--- src/rtl/bus_pkg.sv ---
// Shared types and handshake polarity constants for the system bus arbiter.
package bus_pkg;

    localparam logic ENABLE_  = 1'b0;
    localparam logic DISABLE_ = 1'b1;
    localparam logic READ     = 1'b1;
    localparam logic WRITE    = 1'b0;

    typedef enum logic {
        ARB_IDLE  = 1'b0,
        ARB_GRANT = 1'b1
    } arb_state_t;

endpackage

--- src/rtl/bus_arbiter_rr_select.sv ---
// Combinational round-robin picker: first set request at or after the pointer, wrapping.
module rr_select #(
    parameter int N     = 4,
    parameter int IDX_W = $clog2(N)
) (
    input  logic [N-1:0]     i_req,
    input  logic [IDX_W-1:0] i_ptr,
    output logic             o_valid,
    output logic [IDX_W-1:0] o_idx
);

    localparam int SW = IDX_W + 1;

    logic [SW-1:0]    w_sum;
    logic [IDX_W-1:0] w_cand;

    always_comb begin
        // NOTE: every output gets a default before the loop so no path leaves it unassigned (no latch).
        o_valid = 1'b0;
        o_idx   = '0;
        w_sum   = '0;
        w_cand  = '0;
        // Scan from the farthest offset down so the nearest requester is written last and wins.
        for (int k = N - 1; k >= 0; k--) begin
            w_sum = {1'b0, i_ptr} + SW'(k);
            if (w_sum >= SW'(N)) begin
                w_sum = w_sum - SW'(N);
            end
            w_cand = w_sum[IDX_W-1:0];
            if (i_req[w_cand]) begin
                o_valid = 1'b1;
                o_idx   = w_cand;
            end
        end
    end

endmodule

--- src/rtl/bus_arbiter.sv ---
// Round-robin system bus arbiter: registered grant, owner mux, ready routing,
// fairness pre-emption and transfer timeout detection.
module bus_arbiter
    import bus_pkg::*;
#(
    parameter int N_MASTERS = 4,
    parameter int ADDR_W    = 30,
    parameter int DATA_W    = 32,
    parameter int MAX_HOLD  = 16,
    parameter int TIMEOUT   = 255
) (
    input  logic                          clk,
    input  logic                          rst,
    input  logic [N_MASTERS-1:0]          m_req_,
    output logic [N_MASTERS-1:0]          m_grnt_,
    input  logic [N_MASTERS*ADDR_W-1:0]   m_addr,
    input  logic [N_MASTERS-1:0]          m_as_,
    input  logic [N_MASTERS-1:0]          m_rw,
    input  logic [N_MASTERS*DATA_W-1:0]   m_wr_data,
    output logic [N_MASTERS-1:0]          m_rdy_,
    output logic [ADDR_W-1:0]             s_addr,
    output logic                          s_as_,
    output logic                          s_rw,
    output logic [DATA_W-1:0]             s_wr_data,
    input  logic                          s_rdy_,
    output logic [$clog2(N_MASTERS)-1:0]  owner,
    output logic                          busy,
    output logic                          bus_err
);

    localparam int IDX_W  = $clog2(N_MASTERS);
    localparam int HOLD_W = $clog2(MAX_HOLD + 1);
    localparam int TMO_W  = $clog2(TIMEOUT + 1);

    arb_state_t        r_state;
    arb_state_t        w_next_state;
    logic [IDX_W-1:0]  r_owner;
    logic [IDX_W-1:0]  r_ptr;
    logic [HOLD_W-1:0] r_hold;
    logic [TMO_W-1:0]  r_tmo;

    logic [IDX_W-1:0]     w_next_owner;
    logic [IDX_W-1:0]     w_next_ptr;
    logic                 w_grant_change;
    logic [N_MASTERS-1:0] w_req;
    logic [N_MASTERS-1:0] w_others;
    logic [N_MASTERS-1:0] w_sel_req;
    logic [IDX_W-1:0]     w_sel_ptr;
    logic [IDX_W-1:0]     w_owner_inc;
    logic                 w_sel_valid;
    logic [IDX_W-1:0]     w_sel_idx;
    logic                 w_busy;
    logic                 w_release;
    logic                 w_preempt;
    logic                 w_tmo_hit;

    assign w_busy      = (r_state == ARB_GRANT);
    assign w_req       = ~m_req_;
    assign w_others    = w_req & ~(N_MASTERS'(1) << r_owner);
    assign w_owner_inc = (r_owner == IDX_W'(N_MASTERS - 1)) ? '0 : r_owner + IDX_W'(1);

    // While granted, only the other masters compete, searched from just after the owner.
    assign w_sel_req = w_busy ? w_others : w_req;
    assign w_sel_ptr = w_busy ? w_owner_inc : r_ptr;

    assign w_release = (m_req_[r_owner] == DISABLE_);
    assign w_preempt = (r_hold == HOLD_W'(MAX_HOLD)) && (|w_others) && (m_as_[r_owner] == DISABLE_);
    assign w_tmo_hit = w_busy && (r_tmo == TMO_W'(TIMEOUT));

    rr_select #(
        .N     (N_MASTERS),
        .IDX_W (IDX_W)
    ) u_rr_select (
        .i_req   (w_sel_req),
        .i_ptr   (w_sel_ptr),
        .o_valid (w_sel_valid),
        .o_idx   (w_sel_idx)
    );

    always_ff @(posedge clk or negedge rst) begin
        // NOTE: sequential state uses non-blocking assignments so every register sees pre-edge values.
        if (!rst) begin
            r_state <= ARB_IDLE;
            r_owner <= '0;
            r_ptr   <= '0;
        end else begin
            r_state <= w_next_state;
            r_owner <= w_next_owner;
            r_ptr   <= w_next_ptr;
        end
    end

    always_comb begin
        w_next_state   = r_state;
        w_next_owner   = r_owner;
        w_next_ptr     = r_ptr;
        w_grant_change = 1'b0;
        case (r_state)
            ARB_IDLE: begin
                if (w_sel_valid) begin
                    w_next_state   = ARB_GRANT;
                    w_next_owner   = w_sel_idx;
                    w_grant_change = 1'b1;
                end
            end
            ARB_GRANT: begin
                if (w_release || w_preempt) begin
                    w_grant_change = 1'b1;
                    w_next_ptr     = w_owner_inc;
                    if (w_sel_valid) begin
                        w_next_owner = w_sel_idx;
                    end else begin
                        w_next_state = ARB_IDLE;
                    end
                end
            end
            default: w_next_state = ARB_IDLE;
        endcase
    end

    always_ff @(posedge clk or negedge rst) begin
        if (!rst) begin
            r_hold <= '0;
            r_tmo  <= '0;
        end else begin
            if (w_grant_change) begin
                r_hold <= '0;
            end else if (w_busy && (r_hold != HOLD_W'(MAX_HOLD))) begin
                r_hold <= r_hold + HOLD_W'(1);
            end

            if (w_grant_change || !w_busy || (s_rdy_ == ENABLE_) || w_tmo_hit) begin
                r_tmo <= '0;
            end else if (s_as_ == ENABLE_) begin
                r_tmo <= r_tmo + TMO_W'(1);
            end
        end
    end

    always_comb begin
        busy      = w_busy;
        owner     = r_owner;
        bus_err   = w_tmo_hit;
        m_grnt_   = '1;
        m_rdy_    = '1;
        s_addr    = '0;
        s_as_     = DISABLE_;
        s_rw      = READ;
        s_wr_data = '0;
        if (w_busy) begin
            m_grnt_[r_owner] = ENABLE_;
            // A timeout forces ready so the stuck master can finish its access.
            m_rdy_[r_owner]  = s_rdy_ & ~w_tmo_hit;
            s_addr           = m_addr[r_owner*ADDR_W +: ADDR_W];
            s_as_            = m_as_[r_owner];
            s_rw             = m_rw[r_owner];
            s_wr_data        = m_wr_data[r_owner*DATA_W +: DATA_W];
        end
    end

endmodule

--- config.mk ---
export PLATFORM = sky130hd
export DESIGN_NAME = bus_arbiter
export DESIGN_NICKNAME = d
export VERILOG_FILES = /design/src/rtl/bus_pkg.sv /design/src/rtl/bus_arbiter_rr_select.sv /design/src/rtl/bus_arbiter.sv
export SDC_FILE = /design/constraint.sdc
export NUM_CORES = 1
export LEC_CHECK = 0
export ABC_AREA = 0
export BUFFER_PORTS_ARGS = -buffer_cell sky130_fd_sc_hd__buf_2
export CAP_MARGIN = 30
export CORE_AREA = 3 3 129 131
export DETAILED_ROUTE_END_ITERATION = 8
export DIE_AREA = 0 0 132 134
export SLEW_MARGIN = 20
export SYNTH_ARGS = -nofsm -noshare
export SYNTH_HDL_FRONTEND = slang
export SYNTH_SLANG_ARGS = --single-unit
--- constraint.sdc ---
create_clock -name clk -period 6 [get_ports clk]
set_clock_uncertainty 0.15 [all_clocks]
set_input_delay 0 -clock clk [delete_from_list [all_inputs] [get_ports clk]]
set_output_delay 0 -clock clk [all_outputs]
set_load 0.01 [all_outputs]
==> results of run 1 <==
final cells by class:
cell class	count	area [µm²]
multi-input cells	222	2496
clock buffers	4	88.84
repair buffers	342	1724
well taps	216	270.3
inverters	6	22.52
flip-flops and latches	18	456.7
fillers	1689	10650
kinds of logic after synthesis:
group	synth area share (%)
muxes	50.00
xor gates and xnor gates	3.112
buffers and inverters	4.810
and+or+nand+nor	20.74
AOI/OAI and AO/OA	3.962
adders and majority gates	2.829
DFF	14.55
registers in the layout (all words and copies together) (netlist names):
register	flops
r_ptr	2
r_tmo	8
r_hold	5
busy	1
owner	2
report_power, final:
part / internal (µW) / switching [µW]
Clock: 102 / 46.3
Sequential: 150 / 99.2
Combinational: 881 / 791
Total: 1130 / 937
through the flow:
stage                     total power (µW)  util, %  setup slack (ns)
after floorplan                       1347        -             3.083
after global placement                1927    31.57             3.149
after detailed placement              1930    31.57             3.130
after CTS                             2095    32.19             2.993
after global routing                  2217    32.19             2.859
final                                 2069    32.19             3.094
worst max-delay path, stage by stage (launching register included):
cell     delay [ns]
dfrtp_4        0.86
buf_4          0.66
mux4_2         0.64
and2_1         0.18
buf_2          0.13
cells in the final DEF, fill, tap and decap left out, drive strengths merged:
| cell | n |
|---|---|
| a211o | 1 |
| a21oi | 6 |
| a221o | 1 |
| a31oi | 1 |
| and2 | 62 |
| and3 | 1 |
| buf | 341 |
| clkbuf | 4 |
| dfrtp | 18 |
| dlygate4sd3 | 1 |
| ha | 7 |
| inv | 6 |
| mux2 | 3 |
| mux2i | 5 |
| mux4 | 65 |
| nand2 | 8 |
| nand2b | 4 |
| nand3 | 9 |
| nand3b | 2 |
| nand4 | 3 |
| nor2 | 19 |
| nor3 | 1 |
| nor4 | 1 |
| nor4bb | 1 |
| o211ai | 1 |
| o21a | 1 |
| o21ai | 2 |
| o221ai | 1 |
| o22ai | 3 |
| o311a | 1 |
| or2 | 1 |
| or4b | 1 |
| xnor2 | 4 |
| xor2 | 7 |
routing by layer:
layer | share of wire (%) | GRT usage, % | vias to the layer above
met2 | 48 | 25.88 | 200
met3 | 9.3 | 4.801 | 15
met4 | 0.57 | 1.167 | 6
met5 | 0.26 | 0 | -
met1 | 42 | 21.37 | 1858
li1 | - | - | 1691
repair_timing:
| item | 4_1_cts | 5_1_grt |
|---|---|---|
| buffers inserted | 0 | 0 |
| hold buffers | 1 | 0 |
| hold endpoints to repair | 18 | 0 |
path summary, 6_finish.rpt:
check	start	end	cells past startpoint
setup / recovery	owner[0]	s_wr_data[9]	4
hold / removal	rst	r_tmo[3]	2
setup reg to reg	owner[0]	owner[0]	6
hold reg to reg	r_hold[4]	r_hold[4]	2
max in group asynchronous	rst	owner[0]	2
min in group clk	m_req_[2]	owner[1]	4
==> impl_metrics.env, run 1 <==
export IMPL_peakVddDrop_uv=200.2
export IMPL_clockBufferDepth=2
export IMPL_tritoncts_num_buffers=3
export IMPL_finalNetCount=863
export IMPL_critical_path_required_ns=5.85
export IMPL_dpl_hpwl_mm=12.88
export IMPL_gp_congestion=0.8893
export IMPL_critPathLaunchType="flip-flop"
export IMPL_power_density_nw_per_um2=409.1
export IMPL_htreeDepth=1
export IMPL_final_worst_path_period_share_pct=48.44
export IMPL_port_buffers=338
export IMPL_detail_route_iter0_violations=138
export IMPL_predominant_post_synthesis_flop_cell="dfrtp_1"
export IMPL_fp_dieArea_um2=17690
export IMPL_report_final_setup_viol=0
export IMPL_route_antenna_remaining_nets=0
export IMPL_cts_num_sinks=18
export IMPL_tritoncts_clock_tree="yes"
export IMPL_reg2reg_setup_slack_ns=3.13
export IMPL_core_region_area_um2=15710
export IMPL_postPlaceCellArea_um2=4960
export IMPL_async_reset_ff_share_pct=100.0
export IMPL_tightestPinTransition_ns=0.9587
export IMPL_post_route_cell_area_um2=5059
export IMPL_synth_most_common_cell="mux4_2"
export IMPL_critical_path_arrival_ns=2.76
export IMPL_synthDistinctLibCells=36
export IMPL_first_pass_grt_wire_length_mm=22.08
export IMPL_antenna_found_initial=3
export IMPL_grt_setup_unrepaired="false"
export IMPL_relSlewSlack_pct=36.09
export IMPL_largest_net_degree_at_the_start_of_global_routing=69
export IMPL_grt_total_usage_pct=15.72
export IMPL_cts_clk_slew_worst_paths_ns=0.05
export IMPL_vias_per_cell=4.666
export IMPL_synth_top_cell_area_share_pct=47.29
export IMPL_drt_pre_antenna_iters=4
export IMPL_routed_wire_length_per_instance_um=19.20
export IMPL_dpl_cell_count=803
export IMPL_report_final_slew_viol_count=0
export IMPL_chipHeight_um=134
export IMPL_placement_rows=46
export IMPL_crit_type="flip-flop to output pin"
export IMPL_wl_mm=15.51
export IMPL_synth_yosys_seq_area_share_pct=14.55
export IMPL_design_portCount=339
export IMPL_detail_route_drc_violations=0
export IMPL_timing_critical_path_to_type="output pin"
export IMPL_clockRootBuffer="clkbuf_16"
export IMPL_instances_no_fill=808
export IMPL_antennaDiodeCount=0
export IMPL_die_width_um=132
export IMPL_leakage_uw=0.002440
export IMPL_critical_path_max_fanout=37
export IMPL_synth_edf_count=0
export IMPL_grt_pass1_vias=3706
export IMPL_post_synth_main_area_contributors="mux4_2 (47%), dfrtp_1 (15%), and2_1 (13%)"
export IMPL_synth_cells_most_frequent="mux4_2 (65), and2_1 (62), nor2_1 (19)"
export IMPL_grt_overflow=0
export IMPL_clk_insertion_delay_late_ns=0.25
export IMPL_run_status="complete, no violations"
export IMPL_initial_core_util_pct=19.70
export IMPL_timing_setup_tns_ns=0
export IMPL_synth_area_um2=3095
export IMPL_synth_largest_area_cell="mux4_2"
export IMPL_min_delay_path_class="input pin to async pin"
export IMPL_cap_viol_max_count=0
export IMPL_final_layout_size_suffix_gt1_share_pct=70.78
export IMPL_post_synth_cell_area_avg_um2=11.34
export IMPL_postSynthNetCount=543
export IMPL_cts_resized_gates=0
export IMPL_finalCriticalPeriod_ns=2.906
export IMPL_fmax_ghz=0.3441
export IMPL_syn_inst=273
export IMPL_yosys_warning_count=0
export IMPL_hold_worst_slack_ns=0.05353
export IMPL_count_of_final_hold_check_violations=0
export IMPL_syn2layout_area_growth_pct=63.42
export IMPL_number_of_vias_in_the_routed_layout=3770
export IMPL_ys_seq_elements=18
Note: power is estimated with default switching activity, not from simulation.
==> inputs of run 2 (changes only) <==
--- a/config.mk
+++ b/config.mk
@@ -5,12 +5,12 @@
 export SDC_FILE = /design/constraint.sdc
 export NUM_CORES = 1
 export LEC_CHECK = 0
-export ABC_AREA = 0
+export ABC_AREA = 1
 export BUFFER_PORTS_ARGS = -buffer_cell sky130_fd_sc_hd__buf_2
 export CAP_MARGIN = 30
-export CORE_AREA = 3 3 129 131
+export CORE_AREA = 3 3 130 132
 export DETAILED_ROUTE_END_ITERATION = 8
-export DIE_AREA = 0 0 132 134
+export DIE_AREA = 0 0 133 135
 export SLEW_MARGIN = 20
 export SYNTH_ARGS = -nofsm -noshare
 export SYNTH_HDL_FRONTEND = slang
==> constraint.sdc (replaced) <==
create_clock -name clk -period 2.92 [get_ports clk]
set_clock_uncertainty 0.15 [all_clocks]
set_input_delay 0 -clock clk [delete_from_list [all_inputs] [get_ports clk]]
set_output_delay 0 -clock clk [all_outputs]
set_load 0.01 [all_outputs]
==> run 2 against run 1 <==
Wire length grew 19%. Synthesized area up 14%. Combinational power rose to 3.2 times the previous value. Count of clock-buffer cells in the layout did not move. Register-to-register slack worse by 2.4 ns. Sequential power rose by 57%. Cell count grew 50%. Sequential share of layout area fell by 0.67 points. Via count is 48% higher. Highest routed layer is now met4.
==> impl_metrics.env, run 2 <==
export IMPL_cts_num_sinks=18
export IMPL_layout_common_cells="buf_2 (338), nor2_1 (269), o21ai_0 (133)"
export IMPL_synth_most_common_cell="nor2_1"
export IMPL_synth_area_um2=3535
export IMPL_synth_yosys_seq_area_share_pct=12.74
export IMPL_vias_per_cell=4.598
export IMPL_routed_wire_length_per_instance_um=15.14
export IMPL_grt_total_usage_pct=18.68
export IMPL_ys_seq_elements=18
export IMPL_post_place_ws_ns=0.7220
export IMPL_critical_path_arrival_ns=2.19
export IMPL_critPathLaunchType="flip-flop"
export IMPL_tritoncts_num_buffers=3
export IMPL_final_layout_size_suffix_gt1_share_pct=37.68
export IMPL_number_of_vias_in_the_routed_layout=5587
export IMPL_die_width_um=133
export IMPL_crit_type="flip-flop to output pin"
export IMPL_placement_rows=46
export IMPL_setup_ws_ns=0.5810
export IMPL_timing_setup_tns_ns=0
export IMPL_layout_cells_most_common="buf_2"
export IMPL_grt_pass1_vias=5351
export IMPL_first_pass_grt_wire_length_mm=27.55
export IMPL_htreeDepth=1
export IMPL_gp_congestion=0.8568
export IMPL_power_uw=6097
export IMPL_initial_core_util_pct=22.33
export IMPL_clk_insertion_delay_late_ns=0.25
export IMPL_grt_setup_unrepaired="false"
export IMPL_grt_overflow=0
export IMPL_synthDistinctLibCells=30
export IMPL_clockRootBuffer="clkbuf_16"
export IMPL_predominant_post_synthesis_flop_cell="dfrtp_1"
export IMPL_peakVddDrop_uv=802.2
export IMPL_async_reset_ff_share_pct=100.0
export IMPL_syn2layout_area_growth_pct=54.09
export IMPL_run_status="complete, no violations"
export IMPL_count_of_final_hold_check_violations=0
export IMPL_timing_critical_path_to_type="output pin"
export IMPL_synth_largest_area_cell="nor2_1"
export IMPL_antenna_found_initial=1
export IMPL_synth_cells_most_frequent="nor2_1 (269), o21ai_0 (133), a21oi_1 (66)"
export IMPL_synth_top_cell_area_share_pct=28.57
export IMPL_detail_route_iter0_violations=326
export IMPL_detail_route_drc_violations=0
export IMPL_relSlewSlack_pct=48.66
export IMPL_finalNetCount=1269
export IMPL_design_portCount=339
export IMPL_wl_mm=18.40
export IMPL_dpl_hpwl_mm=15.00
export IMPL_min_delay_path_class="input pin to async pin"
export IMPL_final_core_util_pct=34.41
export IMPL_tritoncts_clock_tree="yes"
export IMPL_fmax_ghz=0.4275
export IMPL_drt_pre_antenna_iters=4
export IMPL_port_buffers=338
export IMPL_power_density_nw_per_um2=1119
export IMPL_postSynthNetCount=967
export IMPL_post_synth_main_area_contributors="nor2_1 (29%), o21ai_0 (19%), dfrtp_1 (13%)"
export IMPL_largest_net_degree_at_the_start_of_global_routing=81
export IMPL_largest_register_ff_count=8
export IMPL_critical_path_required_ns=2.77
export IMPL_fillers=1820
export IMPL_leakage_uw=0.002919
export IMPL_postPlaceCellArea_um2=5345
export IMPL_final_worst_path_period_share_pct=80.10
export IMPL_report_final_setup_viol=0
export IMPL_report_final_slew_viol_count=0
export IMPL_critical_path_max_fanout=76
export IMPL_tightestPinTransition_ns=0.7701
export IMPL_cts_clk_slew_worst_paths_ns=0.05
export IMPL_syn_inst=697
export IMPL_fp_dieArea_um2=17960
export IMPL_top_register="r_tmo"
export IMPL_clockBufferDepth=2
export IMPL_cap_viol_max_count=0
export IMPL_post_synth_cell_area_avg_um2=5.071
export IMPL_finalCriticalPeriod_ns=2.339
export IMPL_post_route_cell_area_um2=5446
export IMPL_route_antenna_remaining_nets=0
export IMPL_yosys_warning_count=0
export IMPL_synth_edf_count=0
export IMPL_core_region_area_um2=15830
export IMPL_leading_registers_by_flop_count="r_tmo x8, r_hold x5"
export IMPL_chipHeight_um=135
## run 2: cell types whose count changed in the layout (fill, tap and decap cells not counted), moves of 16 or more
| cell | previous run | this run |
|---|---|---|
| a21oi_1 | 6 | 66 |
| and2_1 | 62 | 0 |
| inv_1 | 6 | 25 |
| mux4_2 | 65 | 0 |
| nand2_1 | 8 | 63 |
| nand3_1 | 8 | 24 |
| nor2_1 | 19 | 269 |
| o21ai_0 | 2 | 133 |
## run 2: final timing paths
kind,start,end,slack (ns),cells after the start
hold reg to reg,r_ptr[0],r_ptr[0],0.37,2
hold / removal,rst,r_hold[3],0.07,2
setup reg to reg,owner[0],owner[1],0.70,12
min in group clk,m_as_[3],r_tmo[0],0.07,5
setup / recovery,owner[0],s_addr[2],0.58,6
max in group asynchronous,rst,owner[0],2.22,2
## run 2: cell families after synthesis
family | Yosys count | synth area share, %
simple gates | 377 | 43.33
fa+ha+maj | 7 | 2.478
compound gates | 206 | 29.81
flops | 18 | 12.74
buf+inv | 81 | 9.664
xor+xnor | 8 | 1.982
## run 2: per-layer routing
| layer | global-route usage [%] | up-vias | wire length [µm] |
|---|---|---|---|
| met5 | 0 | - | 0 |
| met4 | 4.042 | 0 | 307 |
| met3 | 4.881 | 22 | 1620 |
| met2 | 30.95 | 242 | 8589 |
| met1 | 24.51 | 2458 | 7882 |
| li1 | - | 2865 | - |
## run 2: power by group
part           leakage, µW  internal, µW  total (µW)  switching [µW]
registers         0.000236           318         392            74.3
logic              0.00264          1880        5400            3520
clock network    0.0000442           208         302            93.9
total              0.00292          2410        6100            3690
## run 2: area by class of cell
class / count / area [µm²] / area share [%]
Multi-Input combinational cell: 598 / 2743 / 50.36
Timing Repair Buffer: 349 / 1777 / 32.62
Sequential cell: 18 / 455.4 / 8.362
Tap cell: 216 / 270.3 / 4.962
Inverter: 29 / 110.1 / 2.022
Clock buffer: 4 / 88.84 / 1.631
Antenna cell: 1 / 2.502 / 0.04595
## run 2: timing repair
item                       in CTS  in global routing
setup endpoints to repair       0                  0
gates resized for setup         0                  0
hold endpoints to repair       18                  0
buffers inserted                0                  0
hold buffers                    1                  0
## run 2: per-stage QoR
| step | instances | hold WS, ns |
|---|---|---|
| after global routing | 1215 | 0.1170 |
| after CTS | 1214 | 0.07526 |
| after global placement | 1209 | -0.1800 |
| after detailed placement | 1209 | -0.1801 |
| after floorplan | 697 | -0.4456 |
| final | 1215 | 0.07289 |
## run 2: critical path: stages, from the launching register on
cell     delay (ns)
dfrtp_4        0.51
buf_4          0.61
nor2_1         0.11
nor2_1         0.10
o21ai_0        0.14
a21oi_1        0.24
buf_2          0.17
==> inputs of run 3 (changes only) <==
==> constraint.sdc (replaced) <==
create_clock -name clk -period 2.5 [get_ports clk]
set_clock_uncertainty 0.15 [all_clocks]
set_input_delay 0 -clock clk [delete_from_list [all_inputs] [get_ports clk]]
set_output_delay 0 -clock clk [all_outputs]
set_load 0.01 [all_outputs]
==> run 3 against run 2 <==
Clock power grew 16%. Utilization grew 0.24 points. Final area grew 0.69%. Combinational power grew 18%. Sequential power grew 23%. Hold slack lost 0.0014 ns. Cell count grew 0.41%. Die area is the same. Critical path depth is the same. Critical path type unchanged. Critical endpoint is now s_wr_data[5]. Largest power group unchanged.
==> impl_metrics.env, run 3 (same netlist as run 2, synthesis figures left out) <==
export IMPL_run_status="complete, no violations"
export IMPL_critical_path_reg2reg_endpoint="r_hold[1]"
export IMPL_leakage_uw=0.002944
export IMPL_tritoncts_num_buffers=3
export IMPL_first_pass_grt_wire_length_mm=27.03
export IMPL_critical_path_required_ns=2.35
export IMPL_relSlewSlack_pct=48.07
export IMPL_vias_per_cell=4.584
export IMPL_clockBufferDepth=2
export IMPL_detail_route_drc_violations=0
export IMPL_count_of_final_hold_check_violations=0
export IMPL_cts_clk_slew_worst_paths_ns=0.05
export IMPL_cts_num_sinks=18
export IMPL_post_route_cell_area_um2=5484
export IMPL_initial_core_util_pct=22.33
export IMPL_final_worst_path_period_share_pct=93.02
export IMPL_crit_type="flip-flop to output pin"
export IMPL_worst_r2r_path_depth=12
export IMPL_cts_resized_gates=0
export IMPL_largest_net_degree_at_the_start_of_global_routing=81
export IMPL_final_layout_size_suffix_gt1_share_pct=37.99
export IMPL_post_place_ws_ns=0.2084
export IMPL_power_uw=7205
export IMPL_top_register="r_tmo"
export IMPL_critical_path_max_fanout=76
export IMPL_peakVddDrop_uv=697.4
export IMPL_core_region_area_um2=15830
export IMPL_detail_route_iter0_violations=321
export IMPL_timing_critical_path_to_type="output pin"
export IMPL_multi_input_comb_area_um2=2743
export IMPL_timing_setup_tns_ns=0
export IMPL_grt_setup_unrepaired="false"
export IMPL_largest_register_ff_count=8
export IMPL_number_of_vias_in_the_routed_layout=5593
export IMPL_clockRootBuffer="clkbuf_16"
export IMPL_seqCellArea_um2=455.4
export IMPL_fp_dieArea_um2=17960
export IMPL_grt_overflow=0
export IMPL_port_buffers=338
export IMPL_setup_ws_ns=0.1745
export IMPL_report_final_setup_viol=0
export IMPL_layout_common_cells="buf_2 (338), nor2_1 (269), o21ai_0 (133)"
export IMPL_placement_rows=46
export IMPL_syn2layout_area_growth_pct=55.15
export IMPL_drt_pre_antenna_iters=4
export IMPL_finalCriticalPeriod_ns=2.326
export IMPL_reg2reg_setup_slack_ns=0.25
export IMPL_postPlaceCellArea_um2=5353
export IMPL_grt_pass1_vias=5090
export IMPL_grt_total_usage_pct=18.34
export IMPL_report_final_slew_viol_count=0
export IMPL_chipHeight_um=135
export IMPL_htreeDepth=1
export IMPL_finalNetCount=1274
export IMPL_fmax_ghz=0.4300
export IMPL_cap_viol_max_count=0
export IMPL_critPathLaunchType="flip-flop"
export IMPL_r2r_start="owner[0]"
export IMPL_antenna_found_initial=1
export IMPL_tritoncts_clock_tree="yes"
export IMPL_gp_congestion=0.8811
export IMPL_leading_registers_by_flop_count="r_tmo x8, r_hold x5"
export IMPL_fillers=1793
export IMPL_routed_wire_length_per_instance_um=15.05
export IMPL_wl_mm=18.37
export IMPL_critical_path_arrival_ns=2.18
export IMPL_tightestPinTransition_ns=0.7790
export IMPL_dpl_hpwl_mm=14.89
export IMPL_min_delay_path_class="input pin to async pin"
export IMPL_route_antenna_remaining_nets=0
export IMPL_clk_insertion_delay_late_ns=0.25
export IMPL_layout_cells_most_common="buf_2"
export IMPL_die_width_um=133
export IMPL_power_density_nw_per_um2=1314
export IMPL_design_portCount=339
run 3: cell count changes in the layout (fill, tap and decap cells not counted):
cell,previous run,this run
buf_4,10,15
run 3: cell type report:
| type | instances | area share (%) |
|---|---|---|
| Tap cell | 216 | 4.928 |
| Antenna cell | 1 | 0.04563 |
| Clock buffer | 4 | 1.620 |
| Timing Repair Buffer | 354 | 33.08 |
| Inverter | 29 | 2.008 |
| Multi-Input combinational cell | 598 | 50.01 |
| Sequential cell | 18 | 8.305 |
run 3: how the worst max path moves through the flow:
stage | endpoint | cells past startpoint | slack, ns | start
2_1_floorplan | r_hold[1] | 15 | 0.02 | owner[0]
3_5_place_dp | r_hold[1] | 12 | 0.21 | owner[0]
6_report | s_wr_data[5] | 6 | 0.17 | owner[0]
3_3_place_gp | r_hold[1] | 12 | 0.31 | owner[0]
4_1_cts | s_wr_data[5] | 6 | 0.16 | owner[0]
5_1_grt | r_hold[4] | 12 | 0.04 | owner[0]
run 3: repair_timing:
| item | 4_1_cts | 5_1_grt |
|---|---|---|
| hold buffers | 1 | 0 |
| setup endpoints to repair | 0 | 9 |
| buffers inserted | 0 | 4 |
| hold endpoints to repair | 18 | 0 |
run 3: power breakdown:
| group | switching, µW | internal (µW) | leakage, µW |
|---|---|---|---|
| Clock | 107 | 243 | 0.0000442 |
| Sequential | 113 | 370 | 0.000236 |
| Combinational | 4120 | 2250 | 0.00266 |
run 3: metal layers:
layer	wire length, µm	track usage (%)	vias to the layer above
met2	8605	29.71	248
li1	-	-	2883
met5	0	0	-
met1	8097	25.89	2440
met3	1360	2.832	22
met4	303	3.753	0
run 3: critical path: stages, from the launching register on:
cell	delay, ns
dfrtp_4	0.47
buf_4	0.61
nor2_1	0.12
nor2_1	0.11
o21ai_0	0.10
a21oi_1	0.24
buf_2	0.21
run 3: through the flow:
step	util, %	std cells	hold WS [ns]
floorplan	-	697	-0.4456
global placement	33.82	1210	-0.1913
detailed placement	33.82	1210	-0.1861
CTS	34.44	1215	0.08822
global route	34.65	1220	0.1374
finish	34.65	1220	0.07147
